## config.mk

```make
export PLATFORM = sky130hd
export DESIGN_NAME = hamming_coder12_8
export DESIGN_NICKNAME = d
export VERILOG_FILES = /design/src/rtl/hamming12_8_pkg.sv /design/src/rtl/hamming12_8_parity.sv /design/src/rtl/hamming_coder12_8.sv
export SDC_FILE = /design/constraint.sdc
export NUM_CORES = 1
export LEC_CHECK = 0
export CAP_MARGIN = 20
export CORE_AREA = 5 5 80 60
export CTS_CLUSTER_SIZE = 24
export DETAILED_ROUTE_END_ITERATION = 7
export DIE_AREA = 0 0 85 65
export PLACE_DENSITY_LB_ADDON = 0.15
export SLEW_MARGIN = 20
export SYNTH_ARGS = -nofsm -noshare
export SYNTH_HDL_FRONTEND = slang
export SYNTH_SLANG_ARGS = --single-unit
```

## constraint.sdc

```tcl
create_clock -name clk -period 3 [get_ports clk]
set_clock_uncertainty 0.1 [all_clocks]
set_input_delay 0.6 -clock clk [delete_from_list [all_inputs] [get_ports clk]]
set_output_delay 0.6 -clock clk [all_outputs]
set_load 0.05 [all_outputs]
```

## src/rtl/hamming12_8_pkg.sv

```systemverilog
// Shared constants and helpers for the Hamming(12,8) codec.
// Position p (1..12) of the codeword lives at bit index p-1.
package hamming12_8_pkg;

  localparam int DATA_W = 8;
  localparam int CODE_W = 12;

  // Each parity/syndrome bit covers the positions whose number has bit k set.
  localparam logic [CODE_W-1:0] P1_MASK = 12'h555;
  localparam logic [CODE_W-1:0] P2_MASK = 12'h666;
  localparam logic [CODE_W-1:0] P4_MASK = 12'h878;
  localparam logic [CODE_W-1:0] P8_MASK = 12'hF80;

  // Parity bit indices for P1, P2, P4, P8.
  localparam logic [3:0] PAR_IDX [4] = '{4'd0, 4'd1, 4'd3, 4'd7};

  // Bit index carrying d0..d7.
  localparam logic [3:0] DATA_IDX [DATA_W] = '{4'd2, 4'd4, 4'd5, 4'd6, 4'd8, 4'd9, 4'd10, 4'd11};

  typedef enum logic [1:0] {
    ST_OK        = 2'b00,
    ST_CORRECTED = 2'b01,
    ST_UNCORR    = 2'b10
  } status_t;

  // Spread a byte into its data slots, leaving every parity slot zero.
  function automatic logic [CODE_W-1:0] place_data(input logic [DATA_W-1:0] d);
    logic [CODE_W-1:0] w;
    w = '0;
    w[DATA_IDX[0]] = d[0];
    w[DATA_IDX[1]] = d[1];
    w[DATA_IDX[2]] = d[2];
    w[DATA_IDX[3]] = d[3];
    w[DATA_IDX[4]] = d[4];
    w[DATA_IDX[5]] = d[5];
    w[DATA_IDX[6]] = d[6];
    w[DATA_IDX[7]] = d[7];
    return w;
  endfunction

  function automatic logic [DATA_W-1:0] extract_data(input logic [CODE_W-1:0] w);
    logic [DATA_W-1:0] d;
    d[0] = w[DATA_IDX[0]];
    d[1] = w[DATA_IDX[1]];
    d[2] = w[DATA_IDX[2]];
    d[3] = w[DATA_IDX[3]];
    d[4] = w[DATA_IDX[4]];
    d[5] = w[DATA_IDX[5]];
    d[6] = w[DATA_IDX[6]];
    d[7] = w[DATA_IDX[7]];
    return d;
  endfunction

endpackage

```

## src/rtl/hamming12_8_parity.sv

```systemverilog
// Combinational parity/syndrome generator: syn = {S8,S4,S2,S1} over a 12-bit word.
// With parity slots zero this yields the parity bits; over a received word it is the syndrome.
module hamming12_8_parity
  import hamming12_8_pkg::*;
(
  input  logic [CODE_W-1:0] word,
  output logic [3:0]        syn
);

  assign syn = {^(word & P8_MASK), ^(word & P4_MASK), ^(word & P2_MASK), ^(word & P1_MASK)};

endmodule

```

## src/rtl/hamming_coder12_8.sv

```systemverilog
// Hamming(12,8) SEC codec: registered encoder (data -> hc_out) and decoder (hc_in -> q).
// Optional macro HC_STATUS_EN adds the registered 2-bit err status output.
module hamming_coder12_8
  import hamming12_8_pkg::*;
(
  input  logic              clk,
  input  logic              rst,
  input  logic [DATA_W-1:0] data,
  output logic [CODE_W-1:0] hc_out,
  input  logic [CODE_W-1:0] hc_in,
`ifdef HC_STATUS_EN
  output logic [1:0]        err,
`endif
  output logic [DATA_W-1:0] q
);

  // There is no handshake: both paths capture their input on every rising edge.
  logic [CODE_W-1:0] enc_word;
  logic [3:0]        enc_syn;
  logic [CODE_W-1:0] enc_code;
  logic [3:0]        dec_syn;
  logic [CODE_W-1:0] dec_fixed;
  logic [DATA_W-1:0] dec_data;

  assign enc_word = place_data(data);

  hamming12_8_parity u_enc_parity (
    .word (enc_word),
    .syn  (enc_syn)
  );

  hamming12_8_parity u_dec_parity (
    .word (hc_in),
    .syn  (dec_syn)
  );

  always_comb begin
    enc_code = enc_word;
    enc_code[PAR_IDX[0]] = enc_syn[0];
    enc_code[PAR_IDX[1]] = enc_syn[1];
    enc_code[PAR_IDX[2]] = enc_syn[2];
    enc_code[PAR_IDX[3]] = enc_syn[3];
  end

  // Syndromes 13..15 point past the word, so the input passes through untouched.
  always_comb begin
    dec_fixed = hc_in;
    if (dec_syn != 4'd0 && dec_syn <= 4'd12) begin
      dec_fixed[dec_syn - 4'd1] = ~hc_in[dec_syn - 4'd1];
    end
  end

  assign dec_data = extract_data(dec_fixed);

`ifdef HC_STATUS_EN
  status_t dec_status;

  always_comb begin
    dec_status = ST_OK;
    if (dec_syn > 4'd12) begin
      dec_status = ST_UNCORR;
    end else if (dec_syn != 4'd0) begin
      dec_status = ST_CORRECTED;
    end
  end

  always_ff @(posedge clk) begin
    if (rst) begin
      err <= ST_OK;
    end else begin
      err <= dec_status;
    end
  end
`endif

  always_ff @(posedge clk) begin
    if (rst) begin
      hc_out <= '0;
      q      <= '0;
    end else begin
      hc_out <= enc_code;
      q      <= dec_data;
    end
  end

endmodule

```

Word level (Yosys, flattened, before mapping):

Index checks and enable logic that the tools add are counted.

* bits of input ports: 22
* word-level logic and storage cells: 24
* output and inout port bits: 20
* bits in registers: 20

* mux-type cells: 6
* reduce and logical (&&, ||, !) cells: 11
* bitwise logic cells: 1
* $lt $le $gt $ge: 3
* $add $sub $neg: 1

Operators by type and width (number)
* $reduce_xor 12->1: 8
* $bwmux 12: 1
* $mux 12: 1
* $lt 4x5->1 const B: 1
* $bmux 1 s4: 1
* $demux 1 s4: 1
* $ge 4x1->1 const B: 1
* $le 4x4->1 const B: 1
* $reduce_bool 4->1: 1
* $sub 4x1->4 const B: 1
* $logic_and 1x1->1: 2
* $mux 1: 2
* $not 1->1: 1

Logic depth before layout (Yosys ltp):

Gate-level depths: netlist (run 1).

* depth after elaboration: 8
* gate-level depth with buffers: 10
* mapped depth without buffers: 9

Modules after synthesis:

A second synthesis (run 1) with hierarchy kept.

* cells, all modules: 103
* area, all modules: 1211.2 µm²

By module, submodules not included
* hamming_coder12_8: instances 1, cells an instance 79, area each 860.8 µm², sequential area each 400.4 µm²
* hamming12_8_parity: instances 2, cells an instance 12, area each 175.2 µm², sequential area each 0.0 µm²

Worst setup path before layout (run 1):

Ideal clock, no wire load.

* kind: input to register
* from: input hc_in[10]
* to: register q[5]
* stages: 10
* buffers on the path: 1
* arrival: 2871 ps
* library setup time: 72 ps
* path slack: -42 ps
* path through: clkbuf_1 xnor2_1 xor3_2 ha_1 nand2_1 mux2_2 mux2i_1 a32o_1 or4_4 mux2i_1

* cells in the longest elaborated chain, start to end: 8

Ends and longest elaborated chain
* from (decl): RTL line hamming_coder12_8.sv:10 `input logic [CODE_W-1:0] hc_in,`
* $reduce_xor 12->1: RTL line hamming12_8_parity.sv:10 `assign syn = {^(word & P8_MASK), ^(word & P4_MASK), ^(word & P2_MASK), ^(word & P1_MASK)};`
* $sub 4x1->4: RTL line hamming_coder12_8.sv:49 `dec_fixed[dec_syn - 4'd1] = ~hc_in[dec_syn - 4'd1];`
* $lt 4x5->1 (implied by the code) / $ge 4x1->1 (equally long branches): RTL line hamming_coder12_8.sv:49
* $logic_and 1x1->1 (implied by the code): RTL line hamming_coder12_8.sv:49
* $mux 1 (implied by the code): RTL line hamming_coder12_8.sv:49
* $demux 1 s4: RTL line hamming_coder12_8.sv:49
* $bwmux 12: RTL line hamming_coder12_8.sv:49
* $mux 12 *: RTL line hamming_coder12_8.sv:48 `if (dec_syn != 4'd0 && dec_syn <= 4'd12) begin`
* to (signal assigned): RTL line hamming_coder12_8.sv:82 `q <= dec_data;`
* to (decl): RTL line hamming_coder12_8.sv:14 `output logic [DATA_W-1:0] q`

Every way passes the cells marked *; elsewhere a longest branch is shown, timed or not. The select of a mux whose other input is x is not followed.
A chain may end at the register's enable or synchronous reset.

Final worst setup path (run 1):

* from: input hc_in[2]
* to: register q[7]

The elaborated chain is that of the path after synthesis.

==> summary.txt, run 1 <==
Status
  • Status: completed

Synthesis
  • Warnings, synthesis: 0
  • Sequential share of the synthesized area: between 30% and 40%
  • Yosys top cell area share: 30.4%
  • Async SR Flop Fraction: 0%
  • Ys flop type: dfxtp_1
  • Netlist cell types: 41
  • Synth area leaders: dfxtp_1, xnor2_1, mux2i_1
  • Most frequent cells after synthesis: dfxtp_1, xnor2_1, nand2_1
  • Seq cells post-synth: 20
  • Largest area contributor in the netlist: dfxtp_1
  • Post-synthesis cell count: 123
  • Mapped cell area: about 1300 sq um
  • Syn Nets: 150
  • Dominant cell by count in the synthesized netlist: dfxtp_1
  • Post-synth EDFFs: 0
  • Syn_area_per_cell: 10.7 sq um

Min path
  • Hold WC Path Type: in -> reg
  • Hold Crit Start: hc_in[1]
  • Min-Delay Endpoint: q[0]$_SDFF_PP0_
  • Hold Path Depth: 5

Floorplanning
  • IO Pins: 42
  • Die area: roughly 5500 sq um
  • Die Ht: 65 microns
  • Core ar.: about 4100 sq um
  • Initial Utilization: between 30% and 40%
  • # rows: 20
  • Die width: 85 microns

STA
  • RSZ-0062 raised after global routing: false
  • Hold Fails Final Rpt: 0
  • Setup violations, final: 0
  • Worst Tran Pin Value: just over 500 ps
  • Max_slew headroom: 66.0%
  • Hold Slack: between 800 and 900 ps
  • Fin crit share: between 90 and 100%
  • Fin crit period: ~2900 ps
  • Peak Freq: around 0.35 GHz
  • Slew Limit Fails: 0

Route
  • Vias/cell: between 4 and 5
  • Remaining antenna violation count: 0
  • DR DRC count: 0
  • 1st-pass router iterations: 4
  • Detailed Route Iter0 Violations: 32
  • Total number of vias: approximately 1.1k
  • Drt total wl: about 3400 microns
  • WL/cell: around 13 microns

Run
  • Max cap viols: 0

Pwr
  • Switching share of total power: 36.6%
  • NetSw: ~0.44 mW
  • Total power: between 1 and 1.5 mW
  • Reg power frac: between 20% and 30%
  • Internal Power: 0.769 mW
  • Clock power frac: 16.2%
  • Pwr per Cell Area: between 500 and 600 nW/um^2
  • VDD IR max: between 0.15 and 0.2 mV
  • Pleak: 0.943 nW
  • Combinational Power Share: approximately 59%

CTS
  • Clock sink count: 20
  • Root Buffer: clkbuf_8
  • Clock Tree Buf Depth: 2
  • Clock-pin slew on the worst setup and hold paths: around 70 ps
  • Cts hold-fix bufs: 0
  • CTS tree: built
  • CTS H-tree lvls: 1
  • Cts bufs inserted: 3

Global routing
  • First-pass GRT wire length: 5400 microns
  • Gr usage total: 12.3%
  • Vias in the first global route: approximately 1.2k
  • Largest net degree at the start of global routing: 18
  • Antenna violations before repair: 0
  • Grt total ovfl: 0

Final layout
  • Ratio of cells with drive above 1 in the final layout: ~28%
  • Synth-to-layout area growth: 60.7%
  • Final Cell Area: between 2000 and 2500 sq um
  • Antenna Cells: 0
  • Post-Layout Cell Count: ~250
  • Fin nets: about 220

Place
  • Number of port buffers: slightly above 40
  • DP Area: roughly 2000 sq um
  • Hpwl dp: between 2000 and 3000 microns
  • Placed cells: about 240
  • RePlAce Congestion: 0.777

Critical path
  • Critical-path cell list: dlygate4sd2_1 > buf_6 > xnor2_4 > xnor3_2 > ha_4 > nand2_1 > mux2_2 > mux2i_1 > a32o_1 > or4_4 > mux2i_1
  • Critical path arrival: slightly below 3000 ps
  • Kind of start point of the critical path: input pin
  • Crit-path max cell delay: around 500 ps
  • Crit. End Element: flop
  • Cell repeated most along the worst path: mux2i_1
  • Critical-path top delay cell: or4_4
  • Critical setup path kind: in -> reg
  • Crit path from: hc_in[2]
  • Worst EP required: 3080 ps
  • Crit Path Max Fanout: 4
[sequential cells by signal (all words and copies together), names as in the netlist]
signal and flops:
hc_out 12, q 8
[power by group through the flow]
stage	clock network, mW	logic [mW]	registers, mW
2_1_floorplan	0	0.302	0.403
3_3_place_gp	0	0.654	0.306
3_5_place_dp	0	0.661	0.307
4_1_cts	0.207	0.691	0.300
5_1_grt	0.217	0.765	0.303
6_report	0.197	0.716	0.300
[worst max-delay path by stage]
stage / slack (ps) / endpoint
floorplan: 20 / q[5]$_SDFF_PP0_
global placement: -390 / q[4]$_SDFF_PP0_
detailed placement: -430 / q[7]$_SDFF_PP0_
CTS: 10 / q[7]$_SDFF_PP0_
global route: 10 / q[4]$_SDFF_PP0_
finish: 120 / q[7]$_SDFF_PP0_
[timing repair]
item / 4_1_cts / 5_1_grt
hold endpoints to repair: 0 / 0
setup buffers: 3 / 1
resized for setup: 12 / 6
setup endpoints to repair: 8 / 7
pin swaps: 8 / 5
[critical path, delay by kind of cell]
family | cells | cell delay [ps]
AO/OA/AOI/OAI | 1 | 220
XOR/XNOR | 2 | 540
adder cells (fa/ha/maj) | 1 | 270
buffers and inverters | 2 | 410
multiplexers | 3 | 350
AND/OR/NAND/NOR | 2 | 560
[cells in the final DEF, fill, tap and decap left out, types with 2 or more instances in the layout]
cell,n
nor2b_1,8
a21oi_1,3
xnor2_2,4
a311oi_1,4
xor3_1,2
o21ai_1,2
buf_4,30
nor2_1,6
xor2_1,3
inv_1,3
mux2i_1,8
nand2_1,10
clkdlybuf4s15_1,2
xnor3_2,2
o21ai_0,2
xnor2_1,13
buf_6,2
dfxtp_1,20
dlygate4sd2_1,6
ha_1,3
clkbuf_8,4
nand4_1,2
clkdlybuf4s50_1,32
[layout make-up]
cell class / instances / area [sq um]
Clock buffer: 4 / 55.1
Timing Repair Buffer: 73 / 653
Multi-Input combinational cell: 95 / 925
Inverter: 4 / 15.0
Tap cell: 55 / 68.8
Fill cell: 380 / 1940
Sequential cell: 20 / 400
[cells by family (layout without fill, tap and decap cells)]
group                      Yosys count  count (layout)  synth area share (%)
AOI/OAI and AO/OA                   19              19                  11.0
xor gates and xnor gates            28              28                  29.3
adders and majority gates            5               5                  4.75
buffers and inverters                8              81                  2.37
DFF                                 20              20                  30.4
muxes                               10              10                  8.64
and+or+nand+nor                     33              33                  13.6
[layer usage]
metal / GRT usage (%) / part of all wire [%] / wire length, microns
met3: 2.92 / 5.0 / 169
met1: 16.1 / 48 / 1590
met5: 0 / 0 / 0
met2: 20.7 / 47 / 1570
met4: 2.57 / 0.63 / 21
[stage by stage]
| stage | setup slack [ps] | utilization [%] | setup TNS (ps) |
|---|---|---|---|
| final | 119 | 52.2 | 0 |
| after global routing | 9.67 | 52.2 | 0 |
| after CTS | 10.8 | 51.5 | 0 |
| after detailed placement | -432 | 49.3 | -2840 |
| after global placement | -389 | 49.3 | -2730 |
| after floorplan | 15.1 | - | 0 |
Power figures use the tool's default switching activity.
==> run 2: changes to the inputs <==
==> constraint.sdc (replaced) <==
create_clock -name clk -period 3.37 [get_ports clk]
set_clock_uncertainty 0.1 [all_clocks]
set_input_delay 0.674 -clock clk [delete_from_list [all_inputs] [get_ports clk]]
set_output_delay 0.674 -clock clk [all_outputs]
set_load 0.05 [all_outputs]
==> summary.txt, run 2 (same netlist as run 1, synthesis figures left out) <==
Critical path
  • Kind of start point of the critical path: input pin (unchanged)
  • WP buf/inv: 1 (was 2)
  • Critical-path top delay cell: or4_4 (unchanged)
  • Cell family with most CP delay: XOR/XNOR gates (was simple AND/OR/NAND/NOR gates)
  • Critical setup path kind: in -> reg (unchanged)
  • Worst EP required: 3450 ps (was 3080 ps)
  • Cell repeated most along the worst path: mux2i_1 (unchanged)
  • Critical path arrival: 3310 ps (was 2960 ps)
  • Critical-path cell list: clkdlybuf4s50_1 > xnor2_1 > xor3_2 > ha_1 > nand2_1 > mux2_2 > mux2i_1 > a32o_1 > or4_4 > mux2i_1 (was dlygate4sd2_1 > buf_6 > xnor2_4 > xnor3_2 > ha_4 > nand2_1 > mux2_2 > mux2i_1 > a32o_1 > or4_4 > mux2i_1)
  • Crit-path max cell delay: 500 ps (about the same)
  • Crit. End Element: flop (unchanged)
  • Crit Path Max Fanout: 4 (unchanged)

Floorplanning
  • Die Ht: 65 microns (unchanged)
  • Initial Utilization: 32.5% (unchanged)
  • Die width: 85 microns (unchanged)
  • IO Pins: 42 (unchanged)
  • Core ar.: 4050 sq um (unchanged)
  • Die area: 5530 sq um (unchanged)
  • # rows: 20 (unchanged)

Final layout
  • Post-Layout Cell Count: 238 (was 251)
  • Multi-input logic area: 893 sq um (was 925 sq um)
  • Biggest register: hc_out (unchanged)
  • Number of flip-flops in the largest register: 12 (unchanged)
  • Fillers: 394 (was 380)
  • Antenna Cells: 0 (unchanged)
  • Most common cell after layout, fill and taps aside: clkdlybuf4s50_1 (unchanged)
  • Synth-to-layout area growth: 50.9% (was 60.7%)
  • Largest registers: hc_out: 12 flops, q: 8 flops (unchanged)
  • Commonest non-fill, non-tap cells in the layout: clkdlybuf4s50_1, dfxtp_1, buf_4 (was clkdlybuf4s50_1, buf_4, dfxtp_1)
  • Final Cell Area: 1990 sq um (was 2120 sq um)
  • Ratio of cells with drive above 1 in the final layout: 20.8% (was 28.1%)
  • Fin nets: 211 (was 224)
  • Sequential standard cell area: 400 sq um (unchanged)
  • Post-Route Utilization: 49.0% (was 52.2%)

Route
  • Remaining antenna violation count: 0 (unchanged)
  • Drt total wl: 3270 microns (was 3350 microns)
  • WL/cell: 13.8 microns (was 13.3 microns)
  • Detailed Route Iter0 Violations: 51 (was 32)
  • 1st-pass router iterations: 4 (unchanged)
  • Vias/cell: 4.52 (was 4.56)
  • Total number of vias: 1075 (was 1144)
  • DR DRC count: 0 (unchanged)

Global routing
  • Antenna violations before repair: 0 (unchanged)
  • Vias in the first global route: 1077 (was 1161)
  • Gr usage total: 12.5% (was 12.3%)
  • First-pass GRT wire length: 5520 microns (was 5400 microns)
  • Grt total ovfl: 0 (unchanged)
  • Largest net degree at the start of global routing: 18 (unchanged)

STA
  • Hold Slack: 870 ps (was 805 ps)
  • Worst Tran Pin Value: 521 ps (was 509 ps)
  • Setup ws final: 145 ps (was 119 ps)
  • Setup violations, final: 0 (unchanged)
  • RSZ-0062 raised after global routing: false (unchanged)
  • Final TNS setup: 0 ps (unchanged)
  • Slew Limit Fails: 0 (unchanged)
  • Hold Fails Final Rpt: 0 (unchanged)
  • Fin crit period: between 3000 and 4000 ps
  • Peak Freq: 0.310 GHz
  • Fin crit share: between 90% and 100%
  • Max_slew headroom: 65.2% (was 66.0%)

Run
  • Max cap viols: 0 (unchanged)

Pwr
  • Total power: 0.999 mW (was 1.21 mW)
  • Clock power frac: 18.1% (was 16.2%)
  • Reg power frac: 26.7% (was 24.7%)
  • Combinational Power Share: 55.3% (was 59.1%)
  • Pleak: 0.865 nW (was 0.943 nW)
  • Internal Power: 0.623 mW (was 0.769 mW)
  • Pwr per Cell Area: 502 nW/um^2 (was 573 nW/um^2)
  • NetSw: 0.376 mW (was 0.444 mW)
  • VDD IR max: 0.254 mV (was 0.196 mV)
  • Switching share of total power: 37.6% (was 36.6%)

CTS
  • Post-CTS Repair Setup Buffers: 0 (was 3)
  • Root Buffer: clkbuf_8 (unchanged)
  • Clock Tree Buf Depth: 2 (unchanged)
  • CTS H-tree lvls: 1 (unchanged)
  • Clock-pin slew on the worst setup and hold paths: 70 ps (about the same)
  • Post-CTS Resized: 0 (was 12)
  • Cts bufs inserted: 3 (unchanged)
  • Cts hold-fix bufs: 0 (unchanged)
  • CTS tree: built (unchanged)
  • Clock sink count: 20 (unchanged)

Status
  • Status: completed (unchanged)

Place
  • RePlAce Congestion: 0.884 (was 0.777)
  • Hpwl dp: 2690 microns (was 2750 microns)
  • Pre-CTS setup slack: -146 ps (was -432 ps)
  • Number of port buffers: 41 (unchanged)
  • DP Area: 1920 sq um (was 2000 sq um)
  • Placed cells: 234 (was 243)

Min path
  • Hold WC Path Type: in -> reg (unchanged)
==> run 2: cell types whose count changed in the layout (fill, tap and decap cells not counted), sizes merged <==
| cell | change |
|---|---|
| clkdlybuf4s50 | +8 |
| clkdlybuf4s15 | -2 |
| dlygate4sd2 | -6 |
| buf | -13 |
==> run 2: layer usage <==
metal	global-route usage, %	up-vias	part of all wire [%]
li1	-	551	-
met1	18.1	502	48
met2	19.8	20	47
met3	2.80	2	4.0
met4	1.19	0	0.49
met5	0	-	0
==> run 2: power by group through the flow <==
stage / registers (mW) / clock network [mW] / logic [mW]
2_1_floorplan: 0.358 / 0 / 0.268
3_3_place_gp: 0.272 / 0 / 0.543
3_5_place_dp: 0.272 / 0 / 0.551
4_1_cts: 0.267 / 0.185 / 0.554
5_1_grt: 0.270 / 0.193 / 0.599
6_report: 0.266 / 0.180 / 0.552
==> run 2: final cells by class <==
type | count | share of cell area, %
clock buffer | 4 | 2.77
inverter | 4 | 0.755
multi-input combinational | 95 | 44.9
sequential | 20 | 20.1
tap | 55 | 3.46
timing repair buffer | 60 | 27.9
==> run 2: path summary, 6_finish.rpt <==
path / startpoint / to / slack (ps) / depth (start not counted)
max: hc_in[10] / q[5]$_SDFF_PP0_ / 150 / 10
min: hc_in[6] / q[3]$_SDFF_PP0_ / 870 / 4
==> run 3: changes to the inputs <==
--- a/config.mk
+++ b/config.mk
@@ -7,6 +7,7 @@
 export LEC_CHECK = 0
 export CAP_MARGIN = 20
 export CORE_AREA = 5 5 80 60
+export CTS_CLUSTER_DIAMETER = 50
 export CTS_CLUSTER_SIZE = 24
 export DETAILED_ROUTE_END_ITERATION = 7
 export DIE_AREA = 0 0 85 65
==> results of run 3 <==
Final layout, timing and power as in run 2 (identical DEF).
